`config.mk`:
```
export PLATFORM = sky130hd
export DESIGN_NAME = wb_arbiter
export DESIGN_NICKNAME = d
export VERILOG_FILES = /design/src/rtl/wb_arbiter.sv
export SDC_FILE = /design/constraint.sdc
export NUM_CORES = 1
export LEC_CHECK = 0
export ABC_CLOCK_PERIOD_IN_PS = 3510
export CORE_UTILIZATION = 59
export CTS_CLUSTER_DIAMETER = 150
export CTS_CLUSTER_SIZE = 20
export DETAILED_ROUTE_END_ITERATION = 6
export GPL_ROUTABILITY_DRIVEN = 0
export PLACE_DENSITY = 0.91
export REMOVE_ABC_BUFFERS = 1
export SLEW_MARGIN = 10
export SYNTH_ARGS = -nofsm -noshare
export SYNTH_HDL_FRONTEND = slang
export SYNTH_SLANG_ARGS = --single-unit
```
`constraint.sdc`:
```
create_clock -name clk -period 3.51 [get_ports clk]
set_clock_uncertainty 0.2 [all_clocks]
set_input_delay 0.351 -clock clk [delete_from_list [all_inputs] [get_ports clk]]
set_output_delay 0.351 -clock clk [all_outputs]
set_load 0.05 [all_outputs]
```
`src/rtl/wb_arbiter.sv`:
```
// Writeback arbiter: three 2-entry result FIFOs (ALU, MUL, LSQ) merged
// round-robin onto a single registered writeback port into the ROB.
module wb_arbiter #(
    parameter int DEPTH = 2
) (
    input  logic        clk,
    input  logic        rst,
    input  logic        rob_flush,

    input  logic        alu_wb_valid,
    output logic        alu_wb_ready,
    input  logic        alu_wb_error,
    input  logic [4:0]  alu_wb_ecause,
    input  logic [6:0]  alu_wb_robid,
    input  logic [31:0] alu_wb_result,

    input  logic        mul_wb_valid,
    output logic        mul_wb_ready,
    input  logic        mul_wb_error,
    input  logic [4:0]  mul_wb_ecause,
    input  logic [6:0]  mul_wb_robid,
    input  logic [31:0] mul_wb_result,

    input  logic        lsq_wb_valid,
    output logic        lsq_wb_ready,
    input  logic        lsq_wb_error,
    input  logic [4:0]  lsq_wb_ecause,
    input  logic [6:0]  lsq_wb_robid,
    input  logic [31:0] lsq_wb_result,

    output logic        wb_valid,
    output logic        wb_error,
    output logic [4:0]  wb_ecause,
    output logic [6:0]  wb_robid,
    output logic [31:0] wb_result
);

    // entry layout: {error, ecause[4:0], robid[6:0], result[31:0]}
    localparam int EW = 45;

    logic [2:0]    src_valid;
    logic [2:0]    src_ready;
    logic [2:0]    req;
    logic [EW-1:0] src_data [3];

    logic [EW-1:0] mem_q [3][2];
    logic [EW-1:0] mem_d [3][2];
    logic [2:0]    wr_ptr_q, wr_ptr_d;
    logic [2:0]    rd_ptr_q, rd_ptr_d;
    logic [1:0]    count_q [3];
    logic [1:0]    count_d [3];
    logic [1:0]    last_q, last_d;
    logic          wb_valid_q, wb_valid_d;
    logic [EW-1:0] wb_data_q, wb_data_d;

    logic [1:0]    order [3];
    logic          grant_any;
    logic [1:0]    grant_idx;
    logic [EW-1:0] grant_head;
    logic [2:0]    push;
    logic [2:0]    pop;

    assign src_valid   = {lsq_wb_valid, mul_wb_valid, alu_wb_valid};
    assign src_data[0] = {alu_wb_error, alu_wb_ecause, alu_wb_robid, alu_wb_result};
    assign src_data[1] = {mul_wb_error, mul_wb_ecause, mul_wb_robid, mul_wb_result};
    assign src_data[2] = {lsq_wb_error, lsq_wb_ecause, lsq_wb_robid, lsq_wb_result};

    // Ready depends only on occupancy, never on a same-cycle pop.
    always_comb begin
        src_ready = '0;
        req       = '0;
        for (int i = 0; i < 3; i++) begin
            src_ready[i] = ~rst & (count_q[i] != 2'(DEPTH));
            req[i]       = (count_q[i] != 2'd0);
        end
    end

    assign alu_wb_ready = src_ready[0];
    assign mul_wb_ready = src_ready[1];
    assign lsq_wb_ready = src_ready[2];

    // Round-robin: search last+1, last+2, last+3 (mod 3); first requester wins.
    always_comb begin
        case (last_q)
            2'd0:    order = '{2'd1, 2'd2, 2'd0};
            2'd1:    order = '{2'd2, 2'd0, 2'd1};
            default: order = '{2'd0, 2'd1, 2'd2};
        endcase
        grant_any = 1'b0;
        grant_idx = 2'd0;
        for (int k = 0; k < 3; k++) begin
            if (!grant_any && req[order[k]]) begin
                grant_any = 1'b1;
                grant_idx = order[k];
            end
        end
        grant_head = '0;
        for (int i = 0; i < 3; i++) begin
            if (grant_idx == 2'(i)) grant_head = mem_q[i][rd_ptr_q[i]];
        end
    end

    // Next state for FIFOs, round-robin pointer and output register; flush wins over push/pop.
    always_comb begin
        mem_d      = mem_q;
        wr_ptr_d   = wr_ptr_q;
        rd_ptr_d   = rd_ptr_q;
        count_d    = count_q;
        last_d     = last_q;
        wb_valid_d = grant_any & ~rob_flush;
        wb_data_d  = wb_data_q;
        push       = '0;
        pop        = '0;

        if (grant_any) begin
            wb_data_d = grant_head;
            if (!rob_flush) last_d = grant_idx;
        end

        for (int i = 0; i < 3; i++) begin
            push[i] = src_valid[i] & src_ready[i] & ~rob_flush;
            pop[i]  = grant_any & (grant_idx == 2'(i)) & ~rob_flush;
            if (rob_flush) begin
                wr_ptr_d[i] = 1'b0;
                rd_ptr_d[i] = 1'b0;
                count_d[i]  = 2'd0;
            end else begin
                if (push[i]) begin
                    mem_d[i][wr_ptr_q[i]] = src_data[i];
                    wr_ptr_d[i]           = ~wr_ptr_q[i];
                end
                if (pop[i]) rd_ptr_d[i] = ~rd_ptr_q[i];
                case ({push[i], pop[i]})
                    2'b10:   count_d[i] = count_q[i] + 2'd1;
                    2'b01:   count_d[i] = count_q[i] - 2'd1;
                    default: count_d[i] = count_q[i];
                endcase
            end
        end
    end

    // State registers; reset leaves ALU with first priority (last = 2).
    always_ff @(posedge clk) begin
        if (rst) begin
            for (int i = 0; i < 3; i++) begin
                mem_q[i][0] <= '0;
                mem_q[i][1] <= '0;
                count_q[i]  <= 2'd0;
            end
            wr_ptr_q   <= '0;
            rd_ptr_q   <= '0;
            last_q     <= 2'd2;
            wb_valid_q <= 1'b0;
            wb_data_q  <= '0;
        end else begin
            mem_q      <= mem_d;
            count_q    <= count_d;
            wr_ptr_q   <= wr_ptr_d;
            rd_ptr_q   <= rd_ptr_d;
            last_q     <= last_d;
            wb_valid_q <= wb_valid_d;
            wb_data_q  <= wb_data_d;
        end
    end

    assign wb_valid = wb_valid_q;
    assign {wb_error, wb_ecause, wb_robid, wb_result} = wb_data_q;

endmodule

```
# Word-level counts from Yosys, hierarchy flattened
# Index checks and enable logic that the tools add are counted.
totals:
  reg_bits: 330
  in_bits: 141
  out_inout_bits: 49
op_classes:
  n_addsub: 6
  magnitude_cmp: 12
  n_eq_ne: 12
  muxes: 37
  n_bitwise: 30
  reduce_logical: 20
op_table:
  columns: ["op", "count"]
  rows:
  - ["2-to-1 mux 45 bit", 15]
  - ["bitwise mux 90 bit", 3]
  - ["demux 45 bit (select 1 bit)", 3]
  - ["AND 1 bit", 16]
  - ["greater-or-equal comparator 2 bit (second input constant)", 6]
  - ["NOT 1 -> 2 bit", 6]
  - ["one-hot mux 2 bit (2 select lines)", 3]
  - ["one-hot mux 6 bit (2 select lines)", 1]
  - ["nonzero test 2 bit", 6]
  - ["equality test 2 x 1 -> 1 bit (second input constant)", 5]
  - ["< comparator 2 x 3 -> 1 bit (second input constant)", 3]
  - ["equality test 2 bit (second input constant)", 4]
  - ["NOT 1 bit", 8]
  - ["AND reduction 2 bit", 4]
  - ["adder 2 x 1 -> 2 bit (second input constant)", 3]
  - ["binary-select mux 1 bit (select 2 bit)", 3]
  - ["< comparator 2 x 1 -> 1 bit (second input constant)", 3]
  - ["2-to-1 mux 1 bit", 6]
  - ["2-to-1 mux 2 bit", 3]
  - ["!= test 2 bit (second input constant)", 3]
  - ["subtractor 2 x 1 -> 2 bit (second input constant)", 3]
  - ["logical AND 1 bit", 5]
  - ["logical NOT 2 bit", 2]
  - ["logical NOT 1 bit", 2]
  - ["OR reduction 2 bit", 1]

# Longest topological paths before layout
# Gate-level depths: netlist (run 1).
logic_depth:
  word_depth: 16
  mapped_depth: 11

# Worst setup path before layout (run 1)
# OpenSTA, ideal clock, no wires.
synth_timing:
  path_kind: "reg-to-reg"
  start: "reg count_q[0] in the netlist's numbering"
  end: "reg count_q[5] in the netlist's numbering"
  arrival_ps: 2128
  slack_ps: 1112
  stages_incl_launch_ff: 11
  period_less_slack_ps: 2398
  path_cell_list: "dfxtp_1 -> o21ba_1 -> o32a_1 -> or2_1 -> buf_6 -> buf_6 -> nand2_1 -> nor3_1 -> ha_1 -> or3_1 -> a21oi_1"
synth_between:
  elab_chain_len: 15
synth_rtl:
  columns: ["item", "line", "rtl"]
  rows:
  - ["from (decl)", "50", "logic [1:0] count_q [3];"]
  - ["from (signal assigned)", "157", "count_q <= count_d;"]
  - ["nonzero test 2 bit *", "74", "req[i] = (count_q[i] != 2'd0);"]
  - ["binary-select mux 1 bit (select 2 bit)", "92", "if (!grant_any && req[order[k]]) begin"]
  - ["2-to-1 mux 1 bit (not written as such)", "92", null]
  - ["2-to-1 mux 1 bit", "92", null]
  - ["logical NOT 1 bit", "92", null]
  - ["logical AND 1 bit", "92", null]
  - ["2-to-1 mux 1 bit", "92", null]
  - ["logical NOT 1 bit", "92", null]
  - ["logical AND 1 bit", "92", null]
  - ["2-to-1 mux 2 bit", "92", null]
  - ["logical NOT 2 bit", "122", "pop[i] = grant_any & (grant_idx == 2'(i)) & ~rob_flush;"]
  - ["AND 1 bit * (2 in series)", "122", null]
  - ["named net pop[0]", "61", "logic [2:0] pop;"]
  - ["equality test 2 x 1 -> 1 bit / equality test 2 bit (equally long branches)", "133", "case ({push[i], pop[i]})"]
  - ["one-hot mux 2 bit (2 select lines) / nonzero test 2 bit (equally long branches)", null, null]
# The timed path passes the listed nets; every way through them passes the cells marked *. The select of a mux whose other input is x is not followed.
# A chain may end at the register's enable or synchronous reset.

# Final worst setup path (run 1)
layout_timing:
  start: "reg count_q[4] in the netlist's numbering"
  end: "out alu_wb_ready"
layout_between:
  elab_chain_len: 2
layout_rtl:
  columns: ["item", "line", "rtl"]
  rows:
  - ["!= test 2 bit", "73", "src_ready[i] = ~rst & (count_q[i] != 2'(DEPTH));"]
  - ["AND 1 bit", "73", null]
  - ["to (decl)", "11", "output logic alu_wb_ready,"]
# Every way passes these cells.

==> results of run 1 <==
[cells by family after synthesis]
family | Yosys count | synth area share [%]
AND/OR/NAND/NOR | 631 | 18.1
AO/OA/AOI/OAI | 468 | 18.1
flip-flops | 330 | 48.1
buffers and inverters | 137 | 4.56
multiplexers | 135 | 10.3
XOR/XNOR | 9 | 0.574
adder cells (fa/ha/maj) | 3 | 0.274
[flip-flops by register name, summed over array words and instances, names as in the netlist]
name	count
count_q	6
last_q	2
mem_q	270
rd_ptr_q	3
wb_data_q	45
wb_valid	1
wr_ptr_q	3
[cells in the final DEF (no fill, tap or decap), drive strengths merged]
cell type,n
or3b,1
and2,1
nor2,60
or3,3
o21ba,1
o32a,1
o21ai,54
o211ai,46
xor2,4
mux2,48
ha,3
mux2i,87
dfxtp,330
o221ai,1
clkdlybuf4s50,188
inv,8
nand2b,3
a221oi,3
nand2,546
buf,28
o41ai,1
clkbuf,21
or2,3
nor3,2
nand4,6
nand3,3
nor2b,3
a21oi,361
xnor2,5
[cells in the mapped netlist, drive strengths merged (2+ instances only)]
| master | count |
|---|---|
| nor2b | 3 |
| xnor2 | 5 |
| dfxtp | 330 |
| nand4 | 6 |
| nand2b | 3 |
| nor3 | 2 |
| inv | 7 |
| nand2 | 546 |
| or2 | 3 |
| ha | 3 |
| or3 | 3 |
| clkbuf | 79 |
| o211ai | 46 |
| a21oi | 361 |
| o21ai | 54 |
| mux2i | 87 |
| buf | 51 |
| nand3 | 3 |
| nor2 | 60 |
| xor2 | 4 |
| a221oi | 3 |
| mux2 | 48 |
[layout make-up]
cell class | instances | area [um^2]
sequential | 330 | 6610
fill | 1668 | 6530
multi-input combinational | 1246 | 6530
timing repair buffer | 216 | 2120
clock buffer | 21 | 526
tap | 285 | 357
inverter | 7 | 26.3
clock inverter | 1 | 11.3
[through the flow]
step	util, %	hold slack (ps)	std cells	setup WS (ps)
2_1_floorplan	-	220	1583	-219
6_report	71.3	64.3	2106	788
5_1_grt	71.3	85.8	2106	702
3_3_place_gp	68.9	238	2084	939
3_5_place_dp	68.9	243	2084	830
4_1_cts	71.3	74.1	2106	787
[power breakdown]
part           switching [W]  internal, W
clock network        0.00120      0.00107
registers          0.0000480      0.00381
logic               0.000420     0.000293
[layer usage]
metal  GRT usage, %  vias to the layer above  routed length [um]
met5              0                        -                   0
li1               -                     5944                   -
met4           14.9                        0                1570
met3           3.78                      104                3280
met1           41.9                     5987               15700
met2           52.3                      644               18200
[final timing paths]
kind | from | endpoint | slack (ps) | depth (start not counted)
worst max-delay path | count_q[4] | alu_wb_ready | 790 | 3
worst min-delay path | rst | mem_q[9] | 60 | 2
worst max register to register | count_q[2] | count_q[5] | 850 | 8
worst min register to register | mem_q[115] | mem_q[115] | 260 | 2
[critical path: cells and delay by family (launching register included)]
kind | cells | cell delay [ps]
buf+inv | 1 | 810
flops | 1 | 460
simple gates | 2 | 380
==> impl_summary.txt, run 1 <==
----------------------------------------------------
[Setup path]
  Worst-path fanout max ... 6
  Crit path launch type ... register
  Worst setup path category ... reg -> out
  Crit-path cells ... nand2b_1 > nor2b_1 > clkdlybuf4s50_1
  Capturing element type of the critical path ... primary output
  Critical-path top delay cell ... sky130_fd_sc_hd__clkdlybuf4s50_1
  WP data required ... 2960 ps
  Data arrival time of the critical path ... between 2000 and 2500 ps
  Worst path max stage delay ... ~800 ps

[Synthesis]
  Cell type with the highest aggregate area in the netlist ... sky130_fd_sc_hd__dfxtp_1
  Count of synthesis-stage warnings from yosys ... 0
  Synth Register Bits ... 330
  Number of standard cells after synthesis ... ~1700
  Post-synthesis average cell area ... about 8 um^2
  Fraction of registers with async set or reset after synthesis ... 0%
  Main flop type after synthesis ... sky130_fd_sc_hd__dfxtp_1
  Number of enable-type register cells in the synthesized netlist ... 0
  Post-synthesis sequential area ratio ... between 40% and 50%
  Distinct cells, synth ... 35
  Cell types occupying the most area after synthesis ... sky130_fd_sc_hd__dfxtp_1 48%, sky130_fd_sc_hd__nand2_1 15%, sky130_fd_sc_hd__a21oi_1 13%, sky130_fd_sc_hd__mux2i_1 6.3%, sky130_fd_sc_hd__mux2_2 3.9%
  Portion of synthesized cell area occupied by the leading cell type ... 48.1%
  Combined area of all synthesized cells ... between 0.01 and 0.015 mm^2

[STA]
  Final setup violation count ... 0
  Max-slew headroom ... 30.8%
  Worst Tran Pin Value ... 1040 ps
  Final period util ... 77.5%
  Unrepaired setup endpoints after global routing ... false
  Final Hold Vio Count ... 0
  Setup total negative slack ... 0 ps
  Max Fclk ... 0.367 GHz
  Post-layout min period ... 2720 ps
  Max Slew Vio Count ... 0

[Clock network]
  Max Root-Sink Buffers ... 3
  Insertion delay to the later sink of the worst-skew pair ... approximately 520 ps
  Total CTS buffers ... 20
  Number of hold-repair buffers added at the cts stage ... 0
  CTS tree ... yes
  Post-cts resize count ... 0
  CTS HTree Levels ... 1
  CTS sink count ... 330
  Clock Root Buffer ... sky130_fd_sc_hd__clkbuf_16
  Clock edge transition at the registers on the reported setup and hold paths ... 80 ps
  Post-CTS setup-driven buffer insertion count ... 0

[GRT]
  Global-route wire length before repair ... 61200 um
  Total track usage ... 31.8%
  Pin count of the biggest net entering global routing ... 101
  Initial antenna violation count ... 0
  Total global routing overflow ... 0
  Vias in the first global route ... 12077

[Detailed routing]
  Vias after detailed routing ... 12679
  Routed length per placed instance ... 18.4 um
  Number of vias per cell ... 6.02
  Antenna violation net count after detailed routing ... 0
  Post-detailed-routing wire length ... around 39000 um
  DRC errors left ... 0
  Drt pass-1 iters ... 6
  First DRT Iteration DRCs ... 1199

[Die]
  Area of the die ... 0.0239 mm^2
  Effective utilization at floorplan ... roughly three fifths
  Floorplan row count ... 55
  Area inside the core boundary ... 0.0227 mm^2
  Die outline height ... 155 um
  Number of primary I/O pins ... 190
  Die outline width ... 155 um

[Job]
  Max-cap viol count ... 0

[Power and ir drop]
  Power per Cell Area ... ~420 mW/mm^2
  Total power ... 0.00685 W
  Max VDD drop ... 287 uV
  Static Leakage ... 5.13 nW

[Finish]
  Diodes inserted ... 0
  Design Area, Final ... 0.0162 mm^2
  Fraction of final layout cells sized beyond drive strength 1 ... 6.48%
  Nets ... 1965
  Area growth, synth to finish ... 17.9%

[Hold path]
  Min-Delay Path Class ... in -> reg

[Placement]
  Placed inst area ... 0.0156 mm^2
  Port Buf Inserts ... around 190
  Detail Placement HPWL ... 24700 um

[Run status]
  Outcome ... completed

----------------------------------------------------
(Power assumes the default switching activity.)
==> inputs of run 2 (changes only) <==
--- a/config.mk
+++ b/config.mk
@@ -5,13 +5,13 @@
 export SDC_FILE = /design/constraint.sdc
 export NUM_CORES = 1
 export LEC_CHECK = 0
-export ABC_CLOCK_PERIOD_IN_PS = 3510
-export CORE_UTILIZATION = 59
+export ABC_CLOCK_PERIOD_IN_PS = 2700
+export CORE_UTILIZATION = 55
 export CTS_CLUSTER_DIAMETER = 150
 export CTS_CLUSTER_SIZE = 20
 export DETAILED_ROUTE_END_ITERATION = 6
 export GPL_ROUTABILITY_DRIVEN = 0
-export PLACE_DENSITY = 0.91
+export PLACE_DENSITY = 0.86
 export REMOVE_ABC_BUFFERS = 1
 export SLEW_MARGIN = 10
 export SYNTH_ARGS = -nofsm -noshare
==> constraint.sdc (replaced) <==
create_clock -name clk -period 2.7 [get_ports clk]
set_clock_uncertainty 0.2 [all_clocks]
set_input_delay 0.27 -clock clk [delete_from_list [all_inputs] [get_ports clk]]
set_output_delay 0.27 -clock clk [all_outputs]
set_load 0.05 [all_outputs]
==> impl_summary.txt, run 2 (synthesis gave the netlist of run 1 again) <==
----------------------------------------------------
[Run status]
  Outcome ... completed

[Job]
  Max-cap viol count ... 0 (unchanged)

[Detailed routing]
  Length of routed met3 wiring ... 3280 um (unchanged)
  Total routed wire length on the met1 layer ... 16100 um (+2.4%)
  Antenna violation net count after detailed routing ... 0 (unchanged)
  Met2 Wirelength ... 17600 um (-3.2%)
  Number of vias per cell ... 5.81 (-3.4%)
  DRC errors left ... 0 (unchanged)
  Post-detailed-routing wire length ... 38500 um (-0.63%)
  Vias after detailed routing ... 12509 (-1.3%)
  Drt pass-1 iters ... 6 (unchanged)
  Top metal layer carrying routed signals ... met4
  First DRT Iteration DRCs ... 1383 (+15%)
  Routed length per placed instance ... 17.9 um (-2.8%)

[Clock network]
  CTS sink count ... 330 (unchanged)
  Max Root-Sink Buffers ... 3 (unchanged)
  CTS tree ... yes
  Total CTS buffers ... 20 (unchanged)
  Clock Root Buffer ... sky130_fd_sc_hd__clkbuf_16
  Post-CTS setup-driven buffer insertion count ... 0 (unchanged)
  CTS HTree Levels ... 1 (unchanged)
  Insertion delay to the later sink of the worst-skew pair ... 520 ps (about the same)
  Clock edge transition at the registers on the reported setup and hold paths ... 80 ps (about the same)

[Setup path]
  Worst Reg-to-Reg Cells ... 7 (-1)
  Worst r2r dst ... count_q[3]
  Minimum setup slack among reg-to-reg paths ... 230 ps (-620 ps)
  Worst setup path startpoint ... count_q[0]
  Worst setup path category ... reg -> reg
  Data arrival time of the critical path ... 2710 ps (+540 ps)
  WP data required ... 2950 ps (about the same)
  Worst-path fanout max ... 9 (+3)
  Crit path launch type ... register
  Capturing element type of the critical path ... register
  Startpoint of the worst register-to-register path ... count_q[0]
  Crit path capture ... count_q[3]

[Power and ir drop]
  Switching share of power ... 24.3% (-0.087 points)
  Comb pwr share ... 10.6% (+0.2 points)
  Static Leakage ... 5.19 nW (+1.1%)
  Clk pwr share ... 33.2% (about the same)
  Switching component of the power ... 0.00217 W (+30%)
  Power per Cell Area ... 545 mW/mm^2 (+29%)
  Cell-internal power ... 0.00674 W (+30%)
  Fraction of power consumed by sequential logic ... 56.3% (about the same)
  Max VDD drop ... 353 uV (+23%)

[STA]
  Unrepaired setup endpoints after global routing ... false
  Final Hold Vio Count ... 0 (unchanged)
  Max Slew Vio Count ... 0 (unchanged)
  Max Fclk ... 0.405 GHz
  Post-layout min period ... 2470 ps
  Max-slew headroom ... 28.6% (-2.2 points)
  Min Hold Slack ... 126 ps (+61.4 ps)
  Final setup violation count ... 0 (unchanged)
  Worst Tran Pin Value ... 1070 ps (+33.4 ps)
  Final period util ... 91.4%
  Setup slack of the critical path after layout ... 232 ps (-556 ps)

[Die]
  Die outline width ... 160 um (+3.5%)
  Number of primary I/O pins ... 190 (unchanged)
  Floorplan row count ... 57 (+3.6%)
  Die outline height ... 160 um (+3.5%)
  Effective utilization at floorplan ... 56.3% (-4.2 points)
  Area inside the core boundary ... 0.0244 mm^2 (+7.4%)
  Area of the die ... 0.0256 mm^2 (+7.2%)

[Finish]
  Non-filler cells in the finished layout ... 2152 (+2.2%)
  Share of the core filled with cells ... 67.1% (-4.2 points)
  Number of filler instances in the final layout ... 1950 (+17%)
  Nets ... 1971 (+0.31%)
  Most flops, register ... mem_q
  Max reg flops ... 270 (unchanged)
  Leading registers by flop count ... mem_q: 270 flops, wb_data_q: 45 flops, count_q: 6 flops
  Area growth, synth to finish ... 19.2%
  FF+latch area ... 0.00661 mm^2 (unchanged)
  Area occupied by multi-input gates ... 0.00653 mm^2 (unchanged)
  Fraction of final layout cells sized beyond drive strength 1 ... 6.90% (+0.42 points)
  Most frequent standard cell in the layout excluding fill and tap cells ... sky130_fd_sc_hd__nand2_1
  Top library cells by usage in the layout, fill and taps aside ... 546 x sky130_fd_sc_hd__nand2_1, 361 x sky130_fd_sc_hd__a21oi_1, 327 x sky130_fd_sc_hd__dfxtp_1

[Placement]
  Port Buf Inserts ... 189 (unchanged)
  Placed insts ... 2128 (+2.1%)
  Detail Placement HPWL ... 24700 um (about the same)
  Dpl ws ... 197 ps (-633 ps)

[GRT]
  Total track usage ... 29.4% (-2.4 points)
  Global-route wire length before repair ... 60900 um (-0.46%)
  Total global routing overflow ... 0 (unchanged)
  Pin count of the biggest net entering global routing ... 245 (+140%)
  Vias in the first global route ... 11669 (-3.4%)
  Initial antenna violation count ... 1 (+1)

[Hold path]
  Min-Delay Path Class ... in -> reg

----------------------------------------------------
-- run 2: layout make-up --
| cell class | count | area share [%] |
|---|---|---|
| antenna | 1 | 0.0153 |
| sequential | 330 | 40.4 |
| clock buffer | 21 | 3.21 |
| tap | 324 | 2.48 |
| timing repair buffer | 222 | 13.8 |
| clock inverter | 1 | 0.0688 |
| multi-input combinational | 1246 | 39.9 |
| inverter | 7 | 0.161 |
-- run 2: metrics by stage --
step	setup TNS [ps]	area [um^2]	power (W)
floorplan	-24590	13100	0.00551
global placement	0	15800	0.00603
detailed placement	0	15800	0.00605
CTS	0	16400	0.00892
global route	0	16400	0.00919
finish	0	16400	0.00891
-- run 2: worst min-delay path by stage --
stage	from	to	slack, ps	cells past startpoint
5_1_grt	lsq_wb_result[2]	mem_q[2]	120	3
6_report	lsq_wb_result[2]	mem_q[2]	130	3
3_3_place_gp	mem_q[92]	mem_q[92]	240	2
2_1_floorplan	rst	last_q[0]	140	1
3_5_place_dp	mem_q[168]	mem_q[168]	250	2
4_1_cts	lsq_wb_result[2]	mem_q[2]	120	3
-- run 2: layer usage --
layer | track usage, % | vias to the layer above
met1 | 40.3 | 5862
met5 | 0 | -
met4 | 12.1 | 0
met3 | 4.10 | 98
met2 | 46.6 | 586
li1 | - | 5963
-- run 2: critical path, stage by stage, from the launching register on --
cell,delay [ps]
sky130_fd_sc_hd__dfxtp_1,370
sky130_fd_sc_hd__o21ba_1,200
sky130_fd_sc_hd__o32a_1,320
sky130_fd_sc_hd__buf_4,190
sky130_fd_sc_hd__nor3_2,270
sky130_fd_sc_hd__ha_1,330
sky130_fd_sc_hd__or3_1,350
sky130_fd_sc_hd__a21oi_1,170
-- run 2: timing repair --
action | CTS | global route
resized for setup | 0 | 0
endpoints found under the hold margin | 23 | 0
hold buffers | 1 | 0
-- run 2: power groups by stage --
stage	Clock [W]	Sequential (W)	Combinational [W]
floorplan	0	0.00519	0.000325
global placement	0	0.00512	0.000911
detailed placement	0	0.00513	0.000923
CTS	0.00298	0.00501	0.000929
global route	0.00316	0.00503	0.00100
finish	0.00295	0.00501	0.000940
